<file path="src/rtl/ifetch_pkg.sv">
// Shared types and constants for the instruction fetch front end.
package ifetch_pkg;

  typedef enum logic [1:0] {
    ST_IDLE = 2'd0,
    ST_REQ  = 2'd1,
    ST_WAIT = 2'd2,
    ST_OUT  = 2'd3
  } ifetch_state_t;

  localparam logic [31:0] PC_STEP_DEF = 32'd4;
  localparam logic [31:0] FAULT_INSTR = 32'h0000_0000;

endpackage

</file>
<file path="src/rtl/ifetch_redir_latch.sv">
// Kill flag plus pending redirect target for a fetch that is already in flight.
// Set (latest redirect wins) has priority over clear.
module ifetch_redir_latch (
  input  logic        i_clk,
  input  logic        i_rst_n,
  input  logic        i_set,
  input  logic [31:0] i_set_pc,
  input  logic        i_clr,
  output logic        o_kill,
  output logic [31:0] o_pc
);

  logic        r_kill;
  logic [31:0] r_pc;

  always_ff @(posedge i_clk) begin
    if (!i_rst_n) begin
      r_kill <= 1'b0;
      r_pc   <= 32'h0;
    end else if (i_set) begin
      r_kill <= 1'b1;
      r_pc   <= i_set_pc;
    end else if (i_clr) begin
      r_kill <= 1'b0;
    end
  end

  assign o_kill = r_kill;
  assign o_pc   = r_pc;

endmodule

</file>
<file path="src/rtl/ifetch_unit.sv">
// Single-outstanding instruction fetch: PC -> imem request -> decode handshake.
// Optional misaligned-PC fault path enabled by IFETCH_ALIGN_CHK_EN.
//
// state | meaning
// IDLE  | after reset; all outputs 0, stale memory responses ignored
// REQ   | request at PC held until granted
// WAIT  | waiting for read data; killed fetches are dropped here
// OUT   | instruction presented to decode
module ifetch_unit
  import ifetch_pkg::*;
#(
  parameter logic [31:0] PC_STEP    = PC_STEP_DEF,
  parameter int          ALIGN_BITS = 2
) (
  input  logic        i_clk,
  input  logic        i_rst_n,
  input  logic [31:0] i_pc,
  output logic        o_pc_en,
  output logic [31:0] o_pc_next,
  output logic        o_imem_req,
  output logic [31:0] o_imem_addr,
  input  logic        i_imem_gnt,
  input  logic        i_imem_rvalid,
  input  logic [31:0] i_imem_rdata,
  input  logic        i_redirect,
  input  logic [31:0] i_redirect_pc,
  output logic        o_instr_valid,
  input  logic        i_instr_ready,
  output logic [31:0] o_instr,
  output logic [31:0] o_instr_pc,
  output logic        o_instr_fault
);

  ifetch_state_t r_state;
  logic [31:0]   r_instr;
  logic [31:0]   r_instr_pc;

  logic          w_in_req;
  logic          w_in_wait;
  logic          w_in_out;
  logic          w_misaligned;
  logic          w_kill;
  logic          w_kill_now;
  logic [31:0]   w_pend_pc;
  logic          w_set;
  logic          w_clr;

  assign w_in_req  = (r_state == ST_REQ);
  assign w_in_wait = (r_state == ST_WAIT);
  assign w_in_out  = (r_state == ST_OUT);

`ifdef IFETCH_ALIGN_CHK_EN
  logic r_instr_fault;
  assign w_misaligned  = |i_pc[ALIGN_BITS-1:0];
  assign o_instr_fault = r_instr_fault;
`else
  assign w_misaligned  = 1'b0;
  assign o_instr_fault = 1'b0;
`endif

  // A redirect coinciding with the response kills that response directly,
  // so the latch only needs to remember redirects that precede it.
  assign w_kill_now = w_kill | i_redirect;
  assign w_set      = i_redirect & ((w_in_req & ~w_misaligned) | (w_in_wait & ~i_imem_rvalid));
  assign w_clr      = w_in_wait & i_imem_rvalid;

  ifetch_redir_latch u_redir (
    .i_clk    (i_clk),
    .i_rst_n  (i_rst_n),
    .i_set    (w_set),
    .i_set_pc (i_redirect_pc),
    .i_clr    (w_clr),
    .o_kill   (w_kill),
    .o_pc     (w_pend_pc)
  );

  always_comb begin
    o_pc_en   = 1'b0;
    o_pc_next = 32'h0;
    if (w_in_wait && i_imem_rvalid && w_kill_now) begin
      o_pc_en   = 1'b1;
      o_pc_next = i_redirect ? i_redirect_pc : w_pend_pc;
    end else if (w_in_out && i_redirect) begin
      o_pc_en   = 1'b1;
      o_pc_next = i_redirect_pc;
    end else if (w_in_out && i_instr_ready) begin
      o_pc_en   = 1'b1;
      o_pc_next = i_pc + PC_STEP;
    end else if (w_in_req && w_misaligned && i_redirect) begin
      o_pc_en   = 1'b1;
      o_pc_next = i_redirect_pc;
    end
  end

  always_ff @(posedge i_clk) begin
    if (!i_rst_n) begin
      r_state       <= ST_IDLE;
      r_instr       <= 32'h0;
      r_instr_pc    <= 32'h0;
`ifdef IFETCH_ALIGN_CHK_EN
      r_instr_fault <= 1'b0;
`endif
    end else begin
      case (r_state)
        ST_IDLE: r_state <= ST_REQ;
        ST_REQ: begin
`ifdef IFETCH_ALIGN_CHK_EN
          if (w_misaligned) begin
            if (!i_redirect) begin
              r_state       <= ST_OUT;
              r_instr       <= FAULT_INSTR;
              r_instr_pc    <= i_pc;
              r_instr_fault <= 1'b1;
            end
          end else
`endif
          if (i_imem_gnt) begin
            r_state <= ST_WAIT;
          end
        end
        ST_WAIT: begin
          if (i_imem_rvalid) begin
            if (w_kill_now) begin
              r_state <= ST_REQ;
            end else begin
              r_state    <= ST_OUT;
              r_instr    <= i_imem_rdata;
              r_instr_pc <= i_pc;
            end
          end
        end
        ST_OUT: begin
          if (i_redirect || i_instr_ready) begin
            r_state       <= ST_REQ;
`ifdef IFETCH_ALIGN_CHK_EN
            r_instr_fault <= 1'b0;
`endif
          end
        end
        default: r_state <= ST_IDLE;
      endcase
    end
  end

  assign o_imem_req    = w_in_req & ~w_misaligned;
  assign o_imem_addr   = w_in_req ? i_pc : 32'h0;
  assign o_instr_valid = w_in_out;
  assign o_instr       = r_instr;
  assign o_instr_pc    = r_instr_pc;

endmodule

</file>
<file path="config.mk">
export PLATFORM = sky130hd
export DESIGN_NAME = ifetch_unit
export DESIGN_NICKNAME = d
export VERILOG_FILES = /design/src/rtl/ifetch_pkg.sv /design/src/rtl/ifetch_redir_latch.sv /design/src/rtl/ifetch_unit.sv
export SDC_FILE = /design/constraint.sdc
export NUM_CORES = 1
export LEC_CHECK = 0
export CAP_MARGIN = 20
export CORE_MARGIN = 5
export CORE_UTILIZATION = 30
export DETAILED_ROUTE_END_ITERATION = 6
export HOLD_SLACK_MARGIN = 0.1
export PLACE_DENSITY = 0.67
export SLEW_MARGIN = 30
export SYNTH_ARGS = -nofsm -noshare
export SYNTH_HDL_FRONTEND = slang
export SYNTH_SLANG_ARGS = --single-unit
</file>
<file path="constraint.sdc">
create_clock -name i_clk -period 6.3 [get_ports i_clk]
set_input_delay 1.26 -clock i_clk [delete_from_list [all_inputs] [get_ports i_clk]]
set_output_delay 1.26 -clock i_clk [all_outputs]
set_load 0.01 [all_outputs]
</file>
After elaboration in Yosys (flattened, before gate mapping). Cells that the tools add are included.

Flip-flop bits (word level): 99. Output and inout bits: 132.

Add/sub/neg operators: 1. Equal/unequal tests: 6. Multiplexer cells: 15. Bitwise gates (word level): 7. Reductions and logical operators: 9.

Operators by type and width (number): two-way mux 32 bit (5); adder 32 x 3 -> 32 bit, second input constant (1); two-way mux 2 bit (4); case mux 2 bit (4 select lines) (1); AND reduction 3 bit (2); two-way mux 1 bit (5); equality test 2 bit, second input constant (2); logical AND 1 bit (4); != test 2 bit, second input constant (2); bitwise AND 1 bit (3); equality test 2 x 1 -> 1 bit, second input constant (1); logical NOT 2 bit (1); != test 2 x 1 -> 1 bit, second input constant (1); NOT 1 bit (2); OR 1 bit (2); nonzero test 2 bit (1); logical OR 1 bit (1).

Logic depth before layout (Yosys ltp).
Depth in word-level cells: 5. Depth in mapped cells: 9. Gate-level depth less buffers: 7.

By module. From an unflattened synthesis, not the netlist that was laid out.

Cells, all modules: 639. Area, all modules: 5242.5 um^2.

Modules (own cells, without submodules): ifetch_unit (instances 1, cells each 533, area each 3965.1 um^2, seq. area each 1321.3 um^2); ifetch_redir_latch (instances 1, cells each 106, area each 1277.5 um^2, seq. area each 660.6 um^2).

Worst setup path before layout. No wires, ideal clock.

Kind: input -> output. Start: input i_pc[11]. End: output o_pc_next[23]. Arrival: 2.628 ns. Required time: 5.040 ns. Path slack: 2.412 ns. Cell stages on the path: 6. Path buffers: 1. Cell sequence: buf_2 nand4_1 nor4_4 nand3_1 xor2_1 a211oi_1.

Longest elaborated chain between the ends: 4.

Ends and longest elaborated chain: start, declared (RTL line ifetch_unit.sv:17) `input logic [31:0] i_pc,`; adder 32 x 3 -> 32 bit (RTL line ifetch_unit.sv:88) `o_pc_next = i_pc + PC_STEP;`; two-way mux 32 bit (RTL line ifetch_unit.sv:86) `end else if (w_in_out && i_instr_ready) begin`; two-way mux 32 bit (RTL line ifetch_unit.sv:83) `end else if (w_in_out && i_redirect) begin`; two-way mux 32 bit (RTL line ifetch_unit.sv:80) `if (w_in_wait && i_imem_rvalid && w_kill_now) begin`; end, declared (RTL line ifetch_unit.sv:19) `output logic [31:0] o_pc_next,`.

Every way passes these cells.

Worst setup path after layout.
Start: input i_pc[2]. End: output o_pc_next[28].

Same word-level chain as after synthesis.

==> results.md <==
- CTS tree: done
- Die width: 142 µm
- Avg Vias per Cell: 4.83
- Mapped Cells: 680
- Worst EP required: 5.04 ns
- Worst hold margin: 0.457 ns
- Post-synth EDFFs: 0
- Worst Hold Depth: 2
- Hold-fix buffers at CTS: 0
- Worst-Skew Late Latency: 0.34 ns
- Dpl cells: 1095
- IO buf count: 232
- Slew Limit Fails: 0
- Top-area cell type share of the netlist area: 38.1%
- Path type of the worst min-delay path: flop to flop
- Syn-to-layout area delta: 53.1%
- Ant diodes: 0
- Largest net degree at the start of global routing: 59
- Drt first pass iters: 5
- Mapped Nets: 787
- Worst setup SP type: input pin
- Avg WL per Cell: 17.2 µm
- Clock tree sinks: 99
- Seq cells post-synth: 99
- Tcrit/Tclk final: 82.1%
- Share of layout cells above drive strength 1: 3.95%
- DRC violations left: 0
- FF-to-FF Start: r_state[0]$_SDFFE_PN0P_
- Final nets: 989
- Post-DRT Antenna Nets: 0
- Yosys top cell by area: dfxtp_1
- Worst r2r path cells: 6
- Pre-CTS setup slack: 1.11 ns
- Worst hold start: u_redir.o_pc[16]$_SDFFE_PN0P_
- Initial core utilization: 30.3%
- Power per Cell Area: 190 nW/µm²
- Total Wirelength: 19100 µm
- YS warnings: 0
- Post-CTS Resized: 0
- R2r setup slk: 4.21 ns
- DR iter-0 viols: 243
- Critical path capture point type: primary output
- Top FF cell, synth: dfxtp_1
- H-Tree Depth: 3
- Chip height: 142 µm
- Postcts setup bufs: 0
- F_max: 0.193 GHz
- Unrepaired setup endpoints after global routing: false
- Sequential area share after synthesis: 38.1%
- CP arrival: 3.91 ns
- Max VDD drop: 0.158 mV
- Overall routing resource usage: 18.9%
- Post-synthesis cell type count: 40
- Root Driver: clkbuf_16
- CTS max path bufs: 2
- Final hold violations: 0
- Critical-path maximum fanout: 6
- Std-Cell Rows: 48
- Critical path class: input pin to primary output
- DR WL met2: 8780 µm
- Area contributors post-synth: dfxtp_1 38%, nand2_1 15%, a21boi_0 12%
- Max incr delay on CP: 0.60 ns
- Ys async rst share: 0%
- Setup-failing EPs final: 0
- Max-cap violations: 0
- Worst path cell trace: clkdlybuf4s50_1, ha_1, and4_1, nand4_4, nor3_1, xnor2_1, a211oi_1, clkdlybuf4s50_1
- Reg2Reg Capture Point: o_instr_pc[30]$_SDFFE_PN0P_
- Synthesized area: 5200 µm²
- Initial antenna violation count: 0
- CTS Buf Count: 9
- Placed Area: 7670 µm²
- Final Skew: 0.00578 ns
- Most used cell, CP: clkdlybuf4s50_1
- Hold Crit Endpoint: u_redir.o_pc[16]$_SDFFE_PN0P_
- Core ar.: 17200 µm²
- Vias: 5373
- Fin cells: 1112
- Met1 wire length: 8480 µm
- Most common cell after layout, fill and taps aside: clkdlybuf4s50_1
- Worst slew pin tran: 0.682 ns
- Cell area after layout: 7960 µm²
- Routed wl met3: 1570 µm
- P_leak: 0.00267 µW
- Status: complete, no violations
- First-pass GRT wire length: 29900 µm
- Top Metal Used: met4
- Top-level I/O count: 234
- Most frequent cells in the layout: 231 x clkdlybuf4s50_1, 205 x nand2_1, 99 x dfxtp_1
- Hpwl dp: 14000 µm
- Slowest cell on the critical path: clkdlybuf4s50_1
- Headroom to the max-slew limit: 54.5%
- GRT overflow: 0
- Minimum clock period: 5.17 ns
- Setup TNS: 0 ns
- Final WS setup: 1.13 ns
- Vias in the first global route: 5387
- GP Congestion: 0.858
- Avg Synthesized Cell Area: 7.65 µm²
- Die ar.: 20100 µm²
- Clk pin slew, worst setup/hold paths: 0.07 ns
==> final cells by class <==
cell class,instances,area [µm²]
Sequential cell,99,1980
Clock buffer,12,246
Clock inverter,4,31.3
Tap cell,225,282
Fill cell,1723,9210
Multi-Input combinational cell,522,3000
Inverter,9,33.8
Timing Repair Buffer,241,2390
==> routing by layer <==
layer  global-route usage (%)  vias up
li1                         -     2696
met1                     24.4     2480
met2                     30.4      173
met3                     6.10       24
met4                     5.30        0
met5                        0        -
==> synthesized netlist by cell type (2+ instances only) <==
cell type and n:
nand2_1 205, dfxtp_1 99, a21boi_0 81, clkbuf_1 36, and2_1 32, a21oi_1 28
nor2_1 19, o21ai_0 17, xor2_1 17, a21boi_1 16, a22oi_1 16, nand4_1 11
xnor2_1 11, nand3_1 10, nor3_1 10, buf_2 9, inv_1 9, a211oi_1 7
a221oi_1 7, ha_1 5, and3_1 4, buf_1 4, nor2b_1 4, a222oi_1 3
and4_1 3, nor4_4 2, o211a_1 2
==> flip-flops by register name (all words and copies together) (netlist names) <==
register and count:
o_instr_pc 32, u_redir.o_kill 1, o_instr 32, r_state 2
u_redir.o_pc 32
==> critical path, delay by kind of cell <==
kind | cells | cell delay, ns
AO/OA/AOI/OAI | 1 | 0.34
XOR/XNOR | 1 | 0.10
adder cells (fa/ha/maj) | 1 | 0.23
buffers and inverters | 2 | 1.15
AND/OR/NAND/NOR | 3 | 0.81
==> report_power, final <==
part           internal [µW]  total, µW  switching [µW]
Clock                    283        537             254
Sequential               646        659            13.0
Combinational            163        315             152
Total                   1090       1510             420
==> through the flow <==
| stage | util (%) | power (µW) |
|---|---|---|
| finish | 46.4 | 1510 |
| detailed placement | 44.7 | 990 |
| global placement | 44.7 | 988 |
| CTS | 46.3 | 1530 |
| floorplan | - | 805 |
| global route | 46.4 | 1580 |
==> logic make-up after synthesis <==
| kind of cell | Yosys count | share of synthesized area (%) |
|---|---|---|
| XOR/XNOR | 28 | 4.71 |
| multiplexers | 1 | 0.192 |
| AO/OA/AOI/OAI | 180 | 24.2 |
| adder cells (fa/ha/maj) | 5 | 1.20 |
| other | 1 | 0.0721 |
| AND/OR/NAND/NOR | 307 | 27.0 |
| buffers and inverters | 59 | 4.55 |
| flip-flops | 99 | 38.1 |
==> worst max path at each step <==
| stage | start | slack, ns | end | cells after the start |
|---|---|---|---|---|
| 2_1_floorplan | i_pc[11] | 2.41 | o_pc_next[23] | 6 |
| 3_3_place_gp | i_pc[2] | 1.15 | o_pc_next[28] | 8 |
| 3_5_place_dp | i_pc[2] | 1.11 | o_pc_next[28] | 8 |
| 4_1_cts | i_pc[2] | 1.11 | o_pc_next[28] | 8 |
| 5_1_grt | i_pc[12] | 0.90 | o_pc_next[23] | 7 |
| 6_report | i_pc[2] | 1.13 | o_pc_next[28] | 8 |
Power figures use the tool's default switching activity.
